**src/rtl/cpu_pkg.sv**
```systemverilog
// Shared RV32I definitions used by the fetch stage and the control unit.
package cpu_pkg;

  localparam int unsigned INSTR_W = 32;

  localparam logic [6:0] OPC_RTYPE  = 7'b0110011;
  localparam logic [6:0] OPC_ITYPE  = 7'b0010011;
  localparam logic [6:0] OPC_BRANCH = 7'b1100011;

  localparam int unsigned OPC_LSB = 0;
  localparam int unsigned RD_LSB  = 7;
  localparam int unsigned F3_LSB  = 12;
  localparam int unsigned RS1_LSB = 15;
  localparam int unsigned RS2_LSB = 20;
  localparam int unsigned IMM_LSB = 20;
  localparam int unsigned F7_LSB  = 25;

endpackage

```
**src/rtl/sync_fifo.sv**
```systemverilog
// Synchronous FIFO with clear, occupancy level and combinational head output.
module sync_fifo #(
  parameter int unsigned WIDTH = 32,
  parameter int unsigned DEPTH = 2
) (
  input  logic                     i_clk,
  input  logic                     i_clear,
  input  logic                     i_push,
  input  logic                     i_pop,
  input  logic [WIDTH-1:0]         i_data,
  output logic [WIDTH-1:0]         o_head,
  output logic [$clog2(DEPTH):0]   o_level
);

  localparam int unsigned PTR_W = $clog2(DEPTH);
  localparam int unsigned LVL_W = PTR_W + 1;

  logic [WIDTH-1:0] r_mem [DEPTH];
  logic [PTR_W-1:0] r_wptr;
  logic [PTR_W-1:0] r_rptr;
  logic [LVL_W-1:0] r_level;

  logic w_full;
  logic w_empty;
  logic w_do_push;
  logic w_do_pop;

  assign w_full    = (r_level == LVL_W'(DEPTH));
  assign w_empty   = (r_level == '0);
  assign w_do_push = i_push && !w_full;
  assign w_do_pop  = i_pop && !w_empty;

  always_ff @(posedge i_clk) begin
    if (i_clear) begin
      r_wptr  <= '0;
      r_rptr  <= '0;
      r_level <= '0;
    end else begin
      if (w_do_push) r_wptr <= r_wptr + 1'b1;
      if (w_do_pop)  r_rptr <= r_rptr + 1'b1;
      unique case ({w_do_push, w_do_pop})
        2'b10:   r_level <= r_level + 1'b1;
        2'b01:   r_level <= r_level - 1'b1;
        default: r_level <= r_level;
      endcase
    end
  end

  // Storage needs no reset: consumers qualify the head with the level.
  always_ff @(posedge i_clk) begin
    if (!i_clear && w_do_push) r_mem[r_wptr] <= i_data;
  end

  assign o_head  = r_mem[r_rptr];
  assign o_level = r_level;

endmodule

```
**src/rtl/instr_byte_fetch.sv**
```systemverilog
// Byte-serial instruction fetch: assembles little-endian RV32I words, buffers them,
// and presents the head word with its decoded fields to decode.
module instr_byte_fetch
  import cpu_pkg::*;
#(
  parameter int unsigned OP_WIDTH   = 7,
  parameter int unsigned FIFO_DEPTH = 2
) (
  input  logic                          i_clk,
  input  logic                          i_rst,
  input  logic [7:0]                    i_byte_in,
  input  logic                          i_byte_valid,
  output logic                          o_byte_ready,
  input  logic                          i_flush,
  input  logic                          i_instr_ready,
  output logic                          o_instr_valid,
  output logic [INSTR_W-1:0]            o_instr,
  output logic [OP_WIDTH-1:0]           o_opcode,
  output logic [4:0]                    o_rd,
  output logic [2:0]                    o_func3,
  output logic [4:0]                    o_rs1,
  output logic [4:0]                    o_rs2,
  output logic [OP_WIDTH-1:0]           o_func7,
  output logic [11:0]                   o_imm_i,
  output logic [$clog2(FIFO_DEPTH):0]   o_fifo_level
);

  localparam int unsigned LVL_W = $clog2(FIFO_DEPTH) + 1;

  logic [1:0]         r_cnt;
  logic [23:0]        r_hold;

  logic               w_clear;
  logic               w_accept;
  logic               w_push;
  logic               w_pop;
  logic [INSTR_W-1:0] w_head;
  logic [INSTR_W-1:0] w_instr;
  logic [LVL_W-1:0]   w_level;

  assign w_clear       = i_rst || i_flush;
  assign o_instr_valid = (w_level != '0);
  // Only stall when the byte on offer would complete a word with nowhere to go.
  assign o_byte_ready  = !((r_cnt == 2'd3) && (w_level == LVL_W'(FIFO_DEPTH)));
  assign w_accept      = i_byte_valid && o_byte_ready;
  assign w_push        = !w_clear && w_accept && (r_cnt == 2'd3);
  assign w_pop         = !w_clear && i_instr_ready && o_instr_valid;

  always_ff @(posedge i_clk) begin
    if (w_clear) begin
      r_cnt  <= 2'd0;
      r_hold <= '0;
    end else if (w_accept) begin
      r_cnt <= r_cnt + 2'd1;
      unique case (r_cnt)
        2'd0:    r_hold[7:0]   <= i_byte_in;
        2'd1:    r_hold[15:8]  <= i_byte_in;
        2'd2:    r_hold[23:16] <= i_byte_in;
        default: r_hold        <= r_hold;
      endcase
    end
  end

  sync_fifo #(
    .WIDTH (INSTR_W),
    .DEPTH (FIFO_DEPTH)
  ) u_fifo (
    .i_clk   (i_clk),
    .i_clear (w_clear),
    .i_push  (w_push),
    .i_pop   (w_pop),
    .i_data  ({i_byte_in, r_hold}),
    .o_head  (w_head),
    .o_level (w_level)
  );

  assign w_instr      = o_instr_valid ? w_head : '0;
  assign o_instr      = w_instr;
  assign o_fifo_level = w_level;

  assign o_opcode = w_instr[OPC_LSB +: OP_WIDTH];
  assign o_rd     = w_instr[RD_LSB +: 5];
  assign o_func3  = w_instr[F3_LSB +: 3];
  assign o_rs1    = w_instr[RS1_LSB +: 5];
  assign o_rs2    = w_instr[RS2_LSB +: 5];
  assign o_func7  = w_instr[F7_LSB +: OP_WIDTH];
  assign o_imm_i  = w_instr[IMM_LSB +: 12];

endmodule

```
**config.mk**
```make
export PLATFORM = sky130hd
export DESIGN_NAME = instr_byte_fetch
export DESIGN_NICKNAME = d
export VERILOG_FILES = /design/src/rtl/cpu_pkg.sv /design/src/rtl/sync_fifo.sv /design/src/rtl/instr_byte_fetch.sv
export SDC_FILE = /design/constraint.sdc
export NUM_CORES = 1
export LEC_CHECK = 0
export ABC_AREA = 1
export CAP_MARGIN = 10
export CELL_PAD_IN_SITES_DETAIL_PLACEMENT = 1
export CELL_PAD_IN_SITES_GLOBAL_PLACEMENT = 2
export CORE_MARGIN = 5
export CORE_UTILIZATION = 28
export DETAILED_ROUTE_END_ITERATION = 12
export MAX_ROUTING_LAYER = met4
export PLACE_DENSITY = 0.86
export SLEW_MARGIN = 20
export SYNTH_ARGS = -nofsm -noshare
export SYNTH_HDL_FRONTEND = slang
export SYNTH_SLANG_ARGS = --single-unit
```
**constraint.sdc**
```tcl
create_clock -name i_clk -period 2.6 [get_ports i_clk]
set_clock_uncertainty 0.2 [all_clocks]
set_input_delay 0.52 -clock i_clk [delete_from_list [all_inputs] [get_ports i_clk]]
set_output_delay 0.52 -clock i_clk [all_outputs]
set_load 0.1 [all_outputs]
```
==> run_results.csv, run 1 <==
group,metric,value,unit
power_and_ir_drop,peakVddDrop,0.000306,V
place,post-place-ws,324,ps
synth,ys_ff_latch,95,
cells_and_area,drive_gt1_frac,0.324,
flow_run,cap_violations,0,
synth,synth_edf_count,64,
synth,synth_flop_cell,"edfxtp_1",
timing,max_freq,407,MHz
clock_network,ctsResizeCount,0,
synth,syn-cell-area,0.00438,mm2
critical_path,regToRegSetupSlack,760,ps
synth,synth_top_cell_area_share,0.438,
place,io_buffers,92,
clock_network,tritoncts,"yes",
clock_network,cts_setup_buffers,0,
cells_and_area,antenna_cells,0,
timing,hold_viol,0,
clock_network,ctsHoldBuffers,0,
cells_and_area,fin_nets,528,
synth,synthArstFlopShare,0,
power_and_ir_drop,leakage,0.00253,uW
timing,worst_slack,143,ps
power_and_ir_drop,powerDensity,495,mW/mm2
timing,finalCritPeriodShare,0.945,
min_path,min_path_type,"reg2reg",
clock_network,cts-root-buf,"clkbuf_16",
drt,wl_per_cell,15.2,um
clock_network,numCtsBuffers,9,
critical_path,critical_path_arrival,1740,ps
drt,first_iter_violations,139,
global_routing,grt_start_max_net_pins,33,
drt,drc_errors,0,
synth,synth_most_common_cell,"nand2_1",
timing,slew_headroom,0.748,
drt,drt_wl_total,11000,um
critical_path,startpoint_type,"flop",
die,rows,45,
place,hpwl,7860,um
clock_network,clock_latency,350,ps
timing,rsz0062_at_grt,"no",
place,place.gp.congestion,0.801,
synth,ys_types,20,
timing,setup_viol,0,
clock_network,clock_sinks,95,
drt,drtAntennaViolNets,0,
synth,synth_area_leader_cell,"edfxtp_1",
die,initial_core_util,0.287,
timing,period_needed,2460,ps
synth,syn_avg_cell_area,9.49,um2
cells_and_area,area_growth_syn_to_layout,53.8,%
clock_network,clock_path_buffers,2,
power_and_ir_drop,power,3340,uW
synth,syn_inst,462,
drt,firstDrtPassIters,4,
global_routing,antenna_found_initial,0,
die,die-height,135,um
die,coreArea,0.0153,mm2
timing,worst_slew_pin_slew,379,ps
critical_path,cp_max_fo,21,
critical_path,crit_type,"reg2out",
run_status,status,"complete, no violations",
drt,num_vias,3182,
global_routing,grt_pass1_wl,17300,um
clock_network,h-tree-depth,3,
synth,ys_warn_count,0,
synth,synth_area_leaders,"edfxtp_1 (44%), dfxtp_1 (14%), nand2_1 (10%), buf_4 (7.9%), inv_1 (5.8%)",
timing,drv_slew,0,
global_routing,overflow,0,
die,io_pins,93,
synth,syn_nets,480,
die,dieWidth,135,um
clock_network,clk_pin_slew,60,ps
global_routing,grt_pass1_vias,3326,
critical_path,critical_path_required,1880,ps
die,fp.dieArea,0.0183,mm2
synth,ys_seq_area_frac,0.580,
synth,synth_common_cells,"nand2_1 (120), inv_1 (68), edfxtp_1 (64), buf_4 (46), a21oi_1 (34)",
drt,viasPerCell,4.38,
critical_path,cp-end-kind,"output pin",
global_routing,grt.total_usage,0.125,
state kept, by name, indices dropped and copies added (netlist names), named ones only:
register        flops
u_fifo.r_mem       64
u_fifo.o_level      2
u_fifo.r_wptr       1
u_fifo.r_rptr       1
r_hold             24
r_cnt               2
final cells by class:
cell class,instances,area [um2]
Tap cell,211,264
Inverter,70,263
Multi-Input combinational cell,231,1490
Sequential cell,95,2550
Clock inverter,6,133
Timing Repair Buffer,103,1820
Fill cell,1593,8520
Clock buffer,10,229
cells by family after synthesis:
logic type	Yosys count	synth area share
buf+inv	136	0.165
fa+ha+maj	5	0.0143
simple gates	188	0.197
flops	95	0.580
compound gates	38	0.0437
final timing paths:
check | start | to | cells after the start
setup reg to reg | r_cnt[1] | u_fifo.o_level[1] | 9
hold / removal | r_hold[1] | u_fifo.r_mem[0][1] | 0
hold reg to reg | r_hold[1] | u_fifo.r_mem[0][1] | 0
setup / recovery | flop | o_imm_i[4] | 4
critical path, stage by stage (launching register included):
cell and delay (ps):
dfxtp_1 370, buf_4 280, nand2_1 180, a21oi_4 320, buf_12 220
placed cells by master, fill, tap and decap left out:
| cell type | instances |
|---|---|
| nor2_2 | 21 |
| clkbuf_1 | 1 |
| nor2_1 | 11 |
| clkinvlp_4 | 1 |
| nand2_1 | 120 |
| nand4_1 | 26 |
| a31oi_1 | 1 |
| nor2_4 | 1 |
| edfxtp_1 | 64 |
| a21oi_4 | 32 |
| nand3_2 | 1 |
| bufinv_16 | 4 |
| nor3_1 | 4 |
| clkinv_2 | 1 |
| clkdlybuf4s50_1 | 12 |
| inv_2 | 2 |
| clkbuf_16 | 9 |
| inv_1 | 68 |
| dfxtp_1 | 29 |
| a21oi_1 | 2 |
| ha_1 | 5 |
| buf_12 | 81 |
| buf_4 | 10 |
| nand3_1 | 2 |
| o21ai_0 | 3 |
| nand3_4 | 2 |
| dfxtp_4 | 2 |
stage by stage:
step,util,hold slack [ps],instance area [um2],setup TNS [ps],instances
detailed placement,0.418,248,6380,0,710
global route,0.442,273,6740,0,726
finish,0.442,259,6740,0,726
floorplan,-,226,5270,-1000,462
CTS,0.442,260,6740,0,726
global placement,0.418,238,6380,0,710
power breakdown:
| part | total (uW) | leakage, uW | internal, uW | switching [uW] |
|---|---|---|---|---|
| Combinational | 132 | 0.00152 | 48.0 | 83.7 |
| Sequential | 1620 | 0.000836 | 1610 | 9.76 |
| Clock | 1590 | 0.000173 | 1040 | 553 |
layer usage:
layer / global-route usage / vias to the layer above / wire (um) / share of wire
met4: 0.0599 / 0 / 198 / 0.018
met1: 0.133 / 1580 / 4360 / 0.40
met2: 0.230 / 61 / 6160 / 0.56
met3: 0.0153 / 14 / 296 / 0.027
met5: - / - / 0 / 0
li1: - / 1527 / - / -
(Power assumes the default switching activity.)
==> run 2, diff against run 1 <==
--- a/constraint.sdc
+++ b/constraint.sdc
@@ -4,2 +4,2 @@
 set_output_delay 0.52 -clock i_clk [all_outputs]
-set_load 0.1 [all_outputs]
+set_load 0.01 [all_outputs]
==> run_results.csv, run 2 (same netlist as run 1, synthesis figures left out) <==
group,metric,value,unit
run_status,status,"complete, no violations",
drt,drc_errors,0,
critical_path,slowest_delay,570,ps
cells_and_area,layout_top_registers,"u_fifo.r_mem x64, r_hold x24",
critical_path,rr_worst_depth,8,
drt,firstDrtPassIters,4,
drt,wl_met1,4610,um
cells_and_area,final_cell_mix,"nand2_1 (120), inv_1 (67), edfxtp_1 (64), dlymetal6s2s_1 (45), clkdlybuf4s50_1 (35)",
clock_network,clock_latency,340,ps
flow_run,cap_violations,0,
drt,wl_met2,5610,um
timing,slew_headroom,0.674,
global_routing,overflow,0,
clock_network,clk_pin_slew,60,ps
critical_path,critical_path_arrival,1800,ps
min_path,min_path_type,"reg2reg",
drt,dr_wl_met3,281,um
critical_path,critical_path_required,1880,ps
critical_path,cp.buffers_inverters,3,
cells_and_area,final_area,0.00576,mm2
clock_network,tritoncts,"yes",
place,io_buffers,92,
global_routing,grt.total_usage,0.117,
cells_and_area,layout_commonest_cell,"nand2_1",
power_and_ir_drop,p_switching,639,uW
die,fp.dieArea,0.0183,mm2
clock_network,clock_sinks,95,
clock_network,numCtsBuffers,9,
timing,setup_viol,0,
die,coreArea,0.0153,mm2
place,dpl_cell_area,0.00524,mm2
global_routing,grt_start_max_net_pins,33,
power_and_ir_drop,pwr-share-comb,0.043,
drt,wl_per_cell,14.6,um
critical_path,r2r-start,"u_fifo.o_level[0]",
clock_network,cts-root-buf,"clkbuf_16",
timing,max_freq,396,MHz
die,dieWidth,135,um
drt,drt_wl_total,10700,um
die,io_pins,93,
min_path,min_from,"r_hold[1]",
cells_and_area,drive_gt1_frac,0.153,
global_routing,antenna_found_initial,0,
clock_network,h-tree-depth,3,
timing,finalCritPeriodShare,0.971,
power_and_ir_drop,powerDensity,513,mW/mm2
timing,hold_viol,0,
timing,worst_slack,75.3,ps
clock_network,clock_path_buffers,2,
timing,period_needed,2520,ps
power_and_ir_drop,pwr-share-clk,0.407,
drt,viasPerCell,4.23,
cells_and_area,fin_nets,531,
cells_and_area,regMostFlops,"u_fifo.r_mem",
place,post-place-ws,-250,ps
drt,drtAntennaViolNets,0,
power_and_ir_drop,p_int,2310,uW
critical_path,startpoint_type,"flop",
critical_path,critPathSlowestCell,"clkdlybuf4s50_1",
power_and_ir_drop,peakVddDrop,0.000226,V
cells_and_area,fill_cells,1701,
critical_path,critPathTopFamily,"buffers and inverters",
power_and_ir_drop,p_sw_frac,0.217,
min_path,whs_endpoint,"u_fifo.r_mem[0][1]",
timing,worst_slew_pin_slew,488,ps
die,die-height,135,um
place,place.gp.congestion,0.781,
cells_and_area,area_growth_syn_to_layout,31.3,%
drt,first_iter_violations,226,
global_routing,grt_pass1_wl,16300,um
global_routing,grt_pass1_vias,3148,
cells_and_area,antenna_cells,0,
die,rows,45,
critical_path,regToRegSetupSlack,660,ps
power_and_ir_drop,p_seq_frac,0.550,
min_path,hold_path_depth,0,
critical_path,cp_max_fo,16,
cells_and_area,largest_register_ffs,64,
timing,drv_slew,0,
drt,top_layer,"met4",
die,initial_core_util,0.287,
power_and_ir_drop,leakage,0.00302,uW
critical_path,timing.rr.end,"r_hold[19]",
drt,num_vias,3084,
critical_path,path_cells,"inv_2 > buf_12 > nand2_1 > a21oi_2 > clkdlybuf4s50_1",
critical_path,crit_type,"reg2out",
critical_path,cp-end-kind,"output pin",
place,hpwl,7020,um
run 2: cell count changes in the layout (fill, tap and decap cells not counted), moves of 2 or more:
cell	delta
dlygate4sd2_1	+12
buf_12	-76
a21oi_1	+13
a21oi_4	-32
dfxtp_2	+3
bufinv_16	-4
dlymetal6s2s_1	+45
dfxtp_4	-2
a21oi_2	+19
clkdlybuf4s50_1	+23
clkinvlp_4	+2
buf_4	-4
run 2: power groups by stage:
stage	registers, uW	logic, uW	clock network, uW
final	1620	128	1200
after global routing	1620	145	1300
after CTS	1620	130	1230
after detailed placement	1650	128	0
after global placement	1650	123	0
after floorplan	1650	83.1	0
run 2: area by class of cell:
cell class | count | area [um2] | share of cell area
flip-flops and latches | 95 | 2550 | 0.442
multi-input cells | 232 | 1210 | 0.210
clock inverters | 6 | 45.0 | 0.00783
well taps | 211 | 264 | 0.0459
repair buffers | 105 | 1200 | 0.208
inverters | 70 | 263 | 0.0457
clock buffers | 10 | 229 | 0.0398
run 2: worst max path at each step:
| stage | from | to | slack [ps] | depth (start not counted) |
|---|---|---|---|---|
| 4_1_cts | flop | o_instr[21] | 0.3 | 5 |
| 3_3_place_gp | u_fifo.o_level[0] | o_instr[1] | -150 | 4 |
| 3_5_place_dp | u_fifo.o_level[0] | o_opcode[1] | -250 | 4 |
| 6_report | flop | o_instr[24] | 80 | 5 |
| 2_1_floorplan | i_flush | u_fifo.r_mem[0][0] | 300 | 3 |
| 5_1_grt | flop | o_instr[24] | -20 | 5 |
run 2: per-layer routing:
layer / up-vias / track usage
li1: 1534 / -
met1: 1493 / 0.131
met2: 47 / 0.209
met3: 10 / 0.0190
met4: 0 / 0.0437
met5: - / -
run 2: worst register-to-register path: cells and delay by family, from the launching register on:
| family | cells | cell delay, ps |
|---|---|---|
| flip-flops | 1 | 430 |
| AND/OR/NAND/NOR | 4 | 680 |
| buffers and inverters | 4 | 570 |
run 2: stage by stage:
stage | util | total power (uW) | cells | hold WS, ps | TNS (ps)
floorplan | - | 1730 | 462 | 226 | 0
global placement | 0.344 | 1780 | 710 | 234 | -3560
detailed placement | 0.344 | 1780 | 710 | 243 | -7860
CTS | 0.365 | 2980 | 728 | 263 | 0
global route | 0.377 | 3070 | 729 | 279 | -27.2
finish | 0.377 | 2950 | 729 | 261 | 0
run 2: repair_timing:
item,in CTS,in global routing
hold buffers,0,0
pin swaps,2,0
setup endpoints to repair,77,63
gates resized for setup,24,59
buffers inserted,1,0
gates cloned,1,1
==> run 3, diff against run 2 <==
CORE_MARGIN = 3   (was 5)
SKIP_CTS_REPAIR_TIMING = 1   (was unset)
SLEW_MARGIN = unset   (was 20)
==> run_results.csv, run 3 (same netlist as run 1, synthesis figures left out) <==
group,metric,value,unit
power_and_ir_drop,p_sw_frac,0.199,
drt,drc_errors,0,
critical_path,cp-end-kind,"output pin",
power_and_ir_drop,leakage,0.00214,uW
clock_network,numCtsBuffers,9,
timing,setup_viol,0,
timing,period_needed,2600,ps
drt,viasPerCell,4.22,
cells_and_area,layout_top_registers,"u_fifo.r_mem x64, r_hold x24",
critical_path,crit_type,"reg2out",
clock_network,tritoncts,"yes",
flow_run,cap_violations,0,
clock_network,cts-root-buf,"clkbuf_16",
timing,max_freq,385,MHz
run_status,status,"complete, no violations",
power_and_ir_drop,pwr-share-clk,0.438,
drt,first_iter_violations,117,
global_routing,grt_start_max_net_pins,33,
cells_and_area,antenna_cells,0,
die,rows,45,
clock_network,clock_latency,340,ps
drt,top_layer,"met4",
timing,hold_viol,0,
clock_network,clock_path_buffers,2,
cells_and_area,final_cell_mix,"nand2_1 (120), clkdlybuf4s50_1 (90), inv_1 (68), edfxtp_1 (64), dfxtp_1 (29)",
cells_and_area,fin_cells,726,
power_and_ir_drop,pwr-share-comb,0.041,
power_and_ir_drop,p_int,2490,uW
critical_path,r2r-start,"r_cnt[0]",
place,hpwl,7150,um
drt,dr_wl_met3,347,um
drt,wl_met1,4130,um
power_and_ir_drop,powerDensity,557,mW/mm2
global_routing,antenna_found_initial,0,
drt,num_vias,3061,
critical_path,critical_path_arrival,1880,ps
die,initial_core_util,0.287,
cells_and_area,fill_cells,1713,
cells_and_area,area_growth_syn_to_layout,27.6,%
timing,slew_headroom,0.741,
die,coreArea,0.0153,mm2
min_path,min_from,"r_hold[19]",
drt,drt_wl_total,9990,um
die,fp.dieArea,0.0172,mm2
timing,worst_slew_pin_slew,389,ps
place,dp_cells,710,
global_routing,grt_pass1_vias,3349,
power_and_ir_drop,power,3110,uW
cells_and_area,layout_commonest_cell,"nand2_1",
place,place.gp.congestion,0.780,
global_routing,grt.total_usage,0.121,
drt,wl_met2,5320,um
cells_and_area,largest_register_ffs,64,
global_routing,overflow,0,
clock_network,h-tree-depth,3,
cells_and_area,drive_gt1_frac,0.122,
min_path,min_path_type,"reg2reg",
drt,wl_per_cell,13.8,um
global_routing,grt_pass1_wl,16400,um
place,io_buffers,92,
timing,rsz0062_at_grt,"yes",
timing,drv_slew,0,
power_and_ir_drop,p_seq_frac,0.521,
critical_path,critical_path_required,1880,ps
clock_network,clk_pin_slew,60,ps
power_and_ir_drop,p_switching,620,uW
cells_and_area,regMostFlops,"u_fifo.r_mem",
cells_and_area,fin_nets,528,
timing,finalCritPeriodShare,0.999,
drt,drtAntennaViolNets,0,
clock_network,clock_sinks,95,
power_and_ir_drop,peakVddDrop,0.000274,V
die,die-height,131,um
die,io_pins,93,
die,dieWidth,131,um
drt,firstDrtPassIters,4,
critical_path,cp_max_fo,17,
critical_path,startpoint_type,"flop",
[run 3: power groups by stage]
stage          Sequential (uW)  Clock, uW  Combinational (uW)
2_1_floorplan             1650          0                83.1
3_3_place_gp              1650          0                 123
3_5_place_dp              1660          0                 129
4_1_cts                   1620       1400                 130
5_1_grt                   1620       1460                 145
6_report                  1620       1360                 128
[run 3: worst paths after layout]
path                               to  slack, ps  cells after the start
setup reg to reg           r_hold[19]        720                      7
hold reg to reg   u_fifo.r_mem[1][19]        260                      0
hold / removal    u_fifo.r_mem[1][19]        260                      0
setup / recovery           o_instr[1]          1                      4
[run 3: layout make-up]
class                           count  area, um2  area share
Sequential cell                    95       2540       0.455
Timing Repair Buffer              103       1050       0.188
Clock buffer                        9        225      0.0403
Clock inverter                      7       87.6      0.0157
Tap cell                          211        264      0.0472
Inverter                           70        263      0.0470
Multi-Input combinational cell    231       1150       0.206
[run 3: routing by layer]
| metal | vias up | GRT usage |
|---|---|---|
| li1 | 1532 | - |
| met1 | 1462 | 0.130 |
| met2 | 52 | 0.218 |
| met3 | 15 | 0.0291 |
| met4 | 0 | 0.0414 |
| met5 | - | - |
[run 3: through the flow]
step | cell area [um2] | TNS (ps) | util | setup slack [ps] | hold slack, ps
6_report | 5590 | 0 | 0.367 | 1.44 | 258
2_1_floorplan | 4390 | 0 | - | 300 | 226
3_5_place_dp | 5230 | 0 | 0.343 | 264 | 249
4_1_cts | 5540 | -2160 | 0.363 | -94.3 | 264
3_3_place_gp | 5230 | 0 | 0.343 | 306 | 236
5_1_grt | 5590 | -2410 | 0.367 | -92.0 | 271
[run 3: critical path, stage by stage, from the launching register on]
cell             delay [ps]
dfxtp_1                 350
buf_4                   260
nand2_1                  90
a21oi_1                 230
clkdlybuf4s50_1         600
==> patch: new RTL, settings of run 2 <==
`FIFO_DEPTH`: 2 -> 4.
--- a/src/rtl/instr_byte_fetch.sv
+++ b/src/rtl/instr_byte_fetch.sv
@@ -4,7 +4,7 @@
   import cpu_pkg::*;
 #(
   parameter int unsigned OP_WIDTH   = 7,
-  parameter int unsigned FIFO_DEPTH = 2
+  parameter int unsigned FIFO_DEPTH = 4
 ) (
   input  logic                          i_clk,
   input  logic                          i_rst,
Ports: changed (resized o_fifo_level); port bits go from 93 to 94. No check against the original RTL was run, so the function may have changed too.
==> patch against run 2 <==
- die area up 58%
- first-iteration DRC count is 56% higher
- area after synthesis rose by 64%
- design area increased by 58%
- core utilization is 1.7 points lower
- power rose by 84%
- combinational power grew 7%
- setup slack lost 0.025 ns
- hold slack better by 0.021 ns
- sequential share of layout area rose by 5.9 points
- critical endpoint is now o_imm_i[6]
- sequential cell count increased by 68
- wire length grew 71%
==> patch: results (changes against run 2) <==
Outcome
  • Run status: complete, no violations

Final layout
  • Share of post-route cells with drive strength above 1: 22.9% (+7.6 points)
  • Inverter count: 81 (+16%)
  • CLK BUF: 20 (+10)
  • Comb_multi_in: 381 (+64%)
  • Signal buf overhead: 14.5% (-6.3 points)
  • Max reg flops: 128 (+100%)

Logic synthesis
  • Net Count, Synth: 727 (+51%)
  • Most common library cells after synthesis: nor2_1, edfxtp_1, inv_1
  • EDFF count, synth: 128 (+100%)
  • Top cells by area, synth: edfxtp_1, dfxtp_1, nor2_1
  • Mapped Avg Cell Area: 10.2 sq um (+7.3%)

Placement
  • Post-DP HPWL: 11500 microns (+63%)
  • GPL Wtd Cong: 0.713 (-8.7%)
  • Placed instance area: 8400 sq um (+60%)

Worst setup path
  • Critical Path Slowest Stage Cell: dfxtp_4
  • RR Endpoint: u_fifo.o_level[2]
  • Crit path largest cell delay: 0.41 ns (-0.16 ns)
  • FF-to-FF Start: r_cnt[0]
  • R2R depth: 13 (+5)
  • CP arrival: 1.83 ns (+0.03 ns)

GRT
  • Pin count of the biggest net entering global routing: 29 (-12%)
  • Vias in the first global route: 5180 (+65%)

Worst hold path
  • Worst Hold Depth: 1 (+1)
  • Hold Path Sink: u_fifo.o_level[0]

Power
  • PD cells: 597 nW/um^2 (+17%)
  • P_leak: 3.48 nW (+15%)

Clock network
  • Clk Latency, worst-skew pair: 0.43 ns (+0.09 ns)
  • H-tree Lvls: 4 (+1)
  • Cts repair resizes: 114 (+380%)

STA
  • Fin worst setup slack: 0.0508 ns (-0.0245 ns)
  • Worst slew margin: 67.8% (+0.37 points)
  • Hold Slack: 0.282 ns (+0.0214 ns)
[patch: cell count changes in the layout (fill, tap and decap cells not counted), moves of 13 or more]
| cell | change |
|---|---|
| buf_4 | +13 |
| dlymetal6s2s_1 | -45 |
| edfxtp_1 | +64 |
| o21ai_1 | +34 |
| nor2_1 | +135 |
| nand2_1 | -57 |
| o21ai_0 | +33 |
| clkbuf_2 | +47 |
| clkdlybuf4s50_1 | -18 |
[patch: cells by family (layout without fill, tap and decap cells)]
family	after synthesis	after routing	share of synthesized area [%]
AOI/OAI and AO/OA	106	106	7.40
adders and majority gates	10	10	1.85
buffers and inverters	160	248	11.6
DFF	163	163	63.4
and+or+nand+nor	265	265	15.7
[patch: power by group]
group          leakage [nW]  switching, mW  total [mW]  internal, mW
combinational          1.80         0.0872       0.137        0.0493
sequential             1.40         0.0145        2.82          2.80
clock                 0.281          0.956        2.47          1.52
total                  3.48           1.06        5.42          4.37
[patch: worst reg2reg max path, stage by stage, from the launching register on]
cell and delay [ns]:
dfxtp_1 0.34, ha_1 0.25, nand2_1 0.09, nor2_1 0.05, nand2_1 0.08, ha_1 0.16
inv_1 0.06, fa_1 0.38, nor2_1 0.11, nor2_1 0.05, nand2_1 0.07, nand2_1 0.05
nand2_1 0.06, nor2_1 0.04
[patch: layer usage]
| metal | vias up | track usage [%] | wire length (microns) | part of all wire [%] |
|---|---|---|---|---|
| li1 | 2430 | - | - | - |
| met1 | 2428 | 14.9 | 7720 | 42 |
| met2 | 95 | 22.6 | 9430 | 52 |
| met4 | 0 | 3.99 | 233 | 1.3 |
| met5 | - | - | 0 | 0 |
| met3 | 17 | 2.86 | 858 | 4.7 |
